--- config.mk ---
export PLATFORM = sky130hd
export DESIGN_NAME = fp_accumulator
export DESIGN_NICKNAME = d
export VERILOG_FILES = /design/src/rtl/fp_accumulator.sv
export SDC_FILE = /design/constraint.sdc
export NUM_CORES = 1
export LEC_CHECK = 0
export CELL_PAD_IN_SITES_DETAIL_PLACEMENT = 0
export CELL_PAD_IN_SITES_GLOBAL_PLACEMENT = 1
export CORE_ASPECT_RATIO = 0.6
export CORE_MARGIN = 4
export CORE_UTILIZATION = 27
export CTS_CLUSTER_DIAMETER = 120
export DETAILED_ROUTE_END_ITERATION = 8
export PLACE_DENSITY = 0.75
export SLEW_MARGIN = 10
export SYNTH_ARGS = -nofsm -noshare
export SYNTH_HDL_FRONTEND = slang
export SYNTH_SLANG_ARGS = --single-unit
--- constraint.sdc ---
create_clock -name clk -period 1.5 [get_ports clk]
set_clock_uncertainty 0.15 [all_clocks]
set_input_delay 0.3 -clock clk [delete_from_list [all_inputs] [get_ports clk]]
set_output_delay 0.3 -clock clk [all_outputs]
set_load 0.1 [all_outputs]
--- src/rtl/fp_accumulator.sv ---
// Streaming float accumulator: sums LEN terms through an external combinational fp_adder.
// Optional ReLU on the result when FP_ACC_RELU_EN is defined.
module fp_accumulator #(
  parameter int N   = 32,
  parameter int LEN = 4
) (
  input  logic         clk,
  input  logic         rst_n,
  input  logic         clr,
  input  logic         in_valid,
  output logic         in_ready,
  input  logic [N-1:0] in_data,
  output logic         out_valid,
  input  logic         out_ready,
  output logic [N-1:0] out_data,
  output logic [N-1:0] add_a,
  output logic [N-1:0] add_b,
  input  logic [N-1:0] add_result
);

  localparam int CW = $clog2(LEN) + 1;
  localparam logic [0:0] ACCUM = 1'b0;
  localparam logic [0:0] DONE  = 1'b1;

  logic [0:0]    state;
  logic [N-1:0]  acc;
  logic [CW-1:0] cnt;
  logic [N-1:0]  out_word;
  logic          started;
  logic          accept;
  logic          last;
  logic [N-1:0]  sum_next;
  logic [N-1:0]  result;

  // started keeps in_ready low during reset and for the first edge after release
  assign in_ready  = started && (state == ACCUM);
  assign out_valid = (state == DONE);
  assign out_data  = out_word;
  assign add_a     = acc;
  assign add_b     = in_data;
  assign accept    = in_valid && in_ready;
  assign last      = (cnt == CW'(LEN - 1));

  // The adder cannot produce zero-based sums, so the first term bypasses it
  assign sum_next = (cnt == '0) ? in_data : add_result;

`ifdef FP_ACC_RELU_EN
  assign result = sum_next[N-1] ? '0 : sum_next;
`else
  assign result = sum_next;
`endif

  always_ff @(posedge clk or negedge rst_n) begin
    if (!rst_n) begin
      state    <= ACCUM;
      acc      <= '0;
      cnt      <= '0;
      out_word <= '0;
      started  <= 1'b0;
    end else begin
      started <= 1'b1;
      if (clr) begin
        state <= ACCUM;
        acc   <= '0;
        cnt   <= '0;
      end else begin
        case (state)
          ACCUM: begin
            if (accept) begin
              acc <= sum_next;
              cnt <= cnt + 1'b1;
              if (last) begin
                state    <= DONE;
                out_word <= result;
              end
            end
          end
          DONE: begin
            if (out_ready) begin
              state <= ACCUM;
              cnt   <= '0;
            end
          end
          default: state <= ACCUM;
        endcase
      end
    end
  end

endmodule

======== Word-level counts from Yosys, hierarchy flattened ========
Cells that the tools add are included.
operators by class
  muxes and demuxes ....................... 13
  equal/unequal tests ..................... 4
  add/sub/neg operators ................... 1
  reductions and logical operators ........ 7
  bitwise operators ....................... 2
operators with widths
  operator                                                               count
  32-bit two-way mux                                                     4
  3-bit two-way mux                                                      3
  3-bit inequality test, second input constant                           2
  3-bit case mux with 2 select lines                                     1
  1-bit two-way mux                                                      4
  2-bit AND reduction                                                    2
  4-bit AND reduction                                                    1
  3-bit by 1-bit adder with 3-bit output, second input constant          1
  3-bit by 2-bit equality test with 1-bit output, second input constant  1
  3-bit zero test                                                        1
  1-bit logical AND                                                      2
  2-bit inequality test, second input constant                           1
  1-bit inverter                                                         2
  1-bit case mux with 2 select lines                                     1
  2-bit nonzero test                                                     1
storage, ports and cells
  word-level logic and storage cells ...... 32
  input port bits ......................... 69
  register bits after elaboration ......... 69

======== Logic depth before layout (Yosys ltp) ========
  word-level depth ........................ 6
  gate-level depth with buffers ........... 7
  mapped depth without buffers ............ 5

======== Worst setup path after synthesis ========
No wires, ideal clock.
  path kind ............................... flip-flop to output port
  start ................................... reg state (netlist: out_valid)
  end ..................................... out in_ready
  data arrival time ....................... 2.249 ns
  cell stages (with the launch flop) ...... 2
  slack ................................... -1.199 ns
  cells stage by stage .................... dfrtp_1 -> nor2b_1
between the ends
  longest elaborated chain between the ends .. 2
ends and longest elaborated chain
  what                             line  source
  start, declared                  25    logic [0:0] state;
  start signal, assigned           55    state <= ACCUM;
  start signal, assigned           63    state <= ACCUM;
  start signal, assigned           73    state <= DONE;
  1-bit inverter (no source line)  --
  1-bit logical AND                36    assign in_ready = started && (state == ACCUM);
  end, declared                    11    output logic in_ready,
Every way passes these cells.

======== Worst setup path in the final report ========
  start ................................... reg cnt[1]
  end ..................................... reg state (netlist: out_valid)
between the ends
  longest elaborated chain between the ends .. 5
ends and longest elaborated chain
  what                                            line  source
  start, declared                                 27    logic [CW-1:0] cnt;
  start signal, assigned                          71    cnt <= cnt + 1'b1;
  3-bit by 2-bit equality test with 1-bit output  42    assign last = (cnt == CW'(LEN - 1));
  1-bit two-way mux                               72    if (last) begin
  1-bit two-way mux                               69    if (accept) begin
  1-bit case mux with 2 select lines              67    case (state)
  1-bit two-way mux                               62    if (clr) begin
  end signal, assigned                            63
  end signal, assigned                            73
  end signal, assigned                            80    state <= ACCUM;
Every way passes these cells.
A chain may end at the register's enable or synchronous reset.

==> impl_metrics.env <==
export IMPL_status="complete, but fails checks"
export IMPL_violations="setup timing"
export IMPL_ff2ff_setup_slack_ns=-0.28
export IMPL_final_cell_mix="buf_12 (112), dfrtp_1 (68), clkdlybuf4s50_1 (35)"
export IMPL_fp_dieW_um=151
export IMPL_netlist_top_cells_area="dfrtp_1 (52%), mux2i_1 (9.6%), o2bb2ai_1 (8.4%), a21oi_2 (7.9%), buf_4 (7.9%)"
export IMPL_slew_violations=0
export IMPL_rsz0062_at_grt="yes"
export IMPL_r2r_end="out_valid"
export IMPL_root_buffer="clkbuf_16"
export IMPL_cp_start_kind="flip-flop"
export IMPL_rows=31
export IMPL_clock_fmax_mhz=562
export IMPL_finalWirelength_um=11300
export IMPL_worst_slack_ns=-0.279
export IMPL_synth_nets=346
export IMPL_endpoint="out_valid"
export IMPL_clock_latency_ns=0.32
export IMPL_whs_ns=0.288
export IMPL_setup_viol_count_final=68
export IMPL_synth_distinct_cells=25
export IMPL_io_buffers=166
export IMPL_cp_end_kind="flip-flop"
export IMPL_synth_largest_area_cell="dfrtp_1"
export IMPL_r2r_start="cnt[1]"
export IMPL_hold_path_class="primary input to flip-flop"
export IMPL_finalHoldViolCount=0
export IMPL_cts_clk_slew_worst_paths_ns=0.06
export IMPL_wire_per_inst_um=18.7
export IMPL_syn_area_um2=3320
export IMPL_netlist_area_leader_share_pct=52.0
export IMPL_critical_path_class="flip-flop to flip-flop"
export IMPL_crit_slowest_cell="dfrtp_1"
export IMPL_n_antenna_cell=0
export IMPL_clock_sinks=69
export IMPL_min_period_ns=1.78
export IMPL_setup_tns_final_ns=-15.46
export IMPL_hpwl_um=8030
export IMPL_drt_initial_drc_count=59
export IMPL_cts_buffers=9
export IMPL_first_global_vias=3118
export IMPL_area_growth_pct=119
export IMPL_p_leak_nw=3.04
export IMPL_drv_cap=0
export IMPL_final_common_cell="buf_12"
export IMPL_synthCells=274
export IMPL_ctsHtreeMaxLevel=3
export IMPL_drive_gt1_share_pct=58.0
export IMPL_die_area_um2=14200
export IMPL_drt_pass1_iter_count=4
export IMPL_nets=503
export IMPL_place_area_um2=6230
export IMPL_die_h_um=93.9
export IMPL_yosys_warnings=0
export IMPL_clockBufferDepth=2
export IMPL_start_util_pct=27.5
export IMPL_cts_tree="done"
export IMPL_r2r_cells=7
export IMPL_antenna_found_initial=0
export IMPL_viasPerCell=4.68
export IMPL_overflow=0
export IMPL_powerDensity_nw_per_um2=969
export IMPL_crit_start="cnt[1]"
export IMPL_utilization_pct=60.3
export IMPL_worstPathMaxFanout=8
export IMPL_fillers=907
export IMPL_avgSynthCellArea_um2=12.1
export IMPL_core_area_um2=12100
export IMPL_worstPathRequired_ns=1.56
export IMPL_drc_errors=0
export IMPL_io_pins=167
export IMPL_drtAntennaViolNets=0
export IMPL_place_gp_congestion=0.761
export IMPL_track_usage_pct=16.0
export IMPL_synth_seq_area_share_pct=52.0
export IMPL_arrival_ns=1.84
export IMPL_grt_max_degree=70
export IMPL_fin_area_um2=7280
export IMPL_route_vias_total=2811
export IMPL_critPathMaxStageDelay_ns=0.40
export IMPL_ir_worst_vdd_uv=519
export IMPL_period_share_pct=119
export IMPL_cp_common_cell="ha_4"
export IMPL_crit_chain="buf_4 -> buf_6 -> ha_4 -> ha_4 -> and2_4 -> buf_12 -> or2_1"
export IMPL_grt_pass1_wl_um=17500
export IMPL_ys_ff_latch=69
==> synth_stat cells, drive strengths merged <==
library cell,n
and3b,1
nor3b,1
mux2i,32
nand2b,1
conb,1
nand2,2
dfrtp,69
and2,1
inv,4
nor2b,2
nand3b,1
ha,3
a21oi,65
or2,1
nor2,1
o2bb2ai,32
buf,50
a32o,2
nor4bb,1
clkbuf,4
==> final cells by class <==
| class | instances | area, um^2 | area share (%) |
|---|---|---|---|
| clock inverter | 6 | 111 | 1.53 |
| inverter | 4 | 15.0 | 0.206 |
| tap | 165 | 206 | 2.84 |
| clock buffer | 10 | 229 | 3.15 |
| sequential | 69 | 1730 | 23.8 |
| timing repair buffer | 200 | 3140 | 43.2 |
| multi-input combinational | 147 | 1840 | 25.3 |
==> metal layers <==
metal,track usage (%),up-vias,part of all wire (%)
met4,3.17,0,1.1
met2,25.6,136,46
li1,-,1285,-
met3,7.33,12,11
met1,20.1,1378,42
met5,0,-,0
==> stage by stage <==
stage | instances | power, mW | setup WS [ns]
6_report | 601 | 7.05 | -0.279
5_1_grt | 601 | 7.29 | -0.342
4_1_cts | 604 | 7.06 | -0.247
3_5_place_dp | 570 | 4.43 | -0.466
3_3_place_gp | 570 | 4.41 | -0.441
2_1_floorplan | 274 | 3.46 | -0.294
==> worst min path at each step <==
stage / slack (ns) / startpoint / to / cells past startpoint
after CTS: 0.37 / in_data[24] / out_data[24] / 3
after floorplan: -0.15 / rst_n / add_a[0] / 0
after global placement: 0.19 / rst_n / add_a[26] / 2
after detailed placement: 0.21 / rst_n / add_a[27] / 2
after global routing: 0.30 / in_data[9] / add_a[9] / 3
final: 0.29 / in_data[9] / add_a[9] / 3
==> power breakdown <==
part | switching [mW] | internal, mW | total, mW
Combinational | 1.54 | 1.04 | 2.58
Clock | 0.786 | 1.62 | 2.41
Sequential | 0.113 | 1.95 | 2.07
==> sequential cells by signal (all words and copies together) (netlist names) <==
signal     flops
started        1
add_a         32
out_valid      1
cnt            3
out_data      32
==> logic make-up after synthesis <==
group                      share of synthesized area (%)
AOI/OAI and AO/OA                                   22.2
adders and majority gates                           1.13
buffers and inverters                               12.5
DFF                                                 52.0
muxes                                               9.64
other                                              0.113
and+or+nand+nor                                     2.37
==> critical path: cells and delay by family, from the launching register on <==
family | cells | cell delay, ns
fa+ha+maj | 2 | 0.31
flops | 1 | 0.40
simple gates | 2 | 0.40
buf+inv | 3 | 0.40
==> repair_timing <==
| action | CTS | global route |
|---|---|---|
| endpoints found under the hold margin | 69 | 0 |
| pin swaps | 29 | 4 |
| setup endpoints to repair | 82 | 72 |
| cloned | 3 | 0 |
| gates resized for setup | 85 | 33 |
| hold buffers | 1 | 0 |
| buffers inserted | 14 | 4 |
Power figures use the tool's default switching activity.
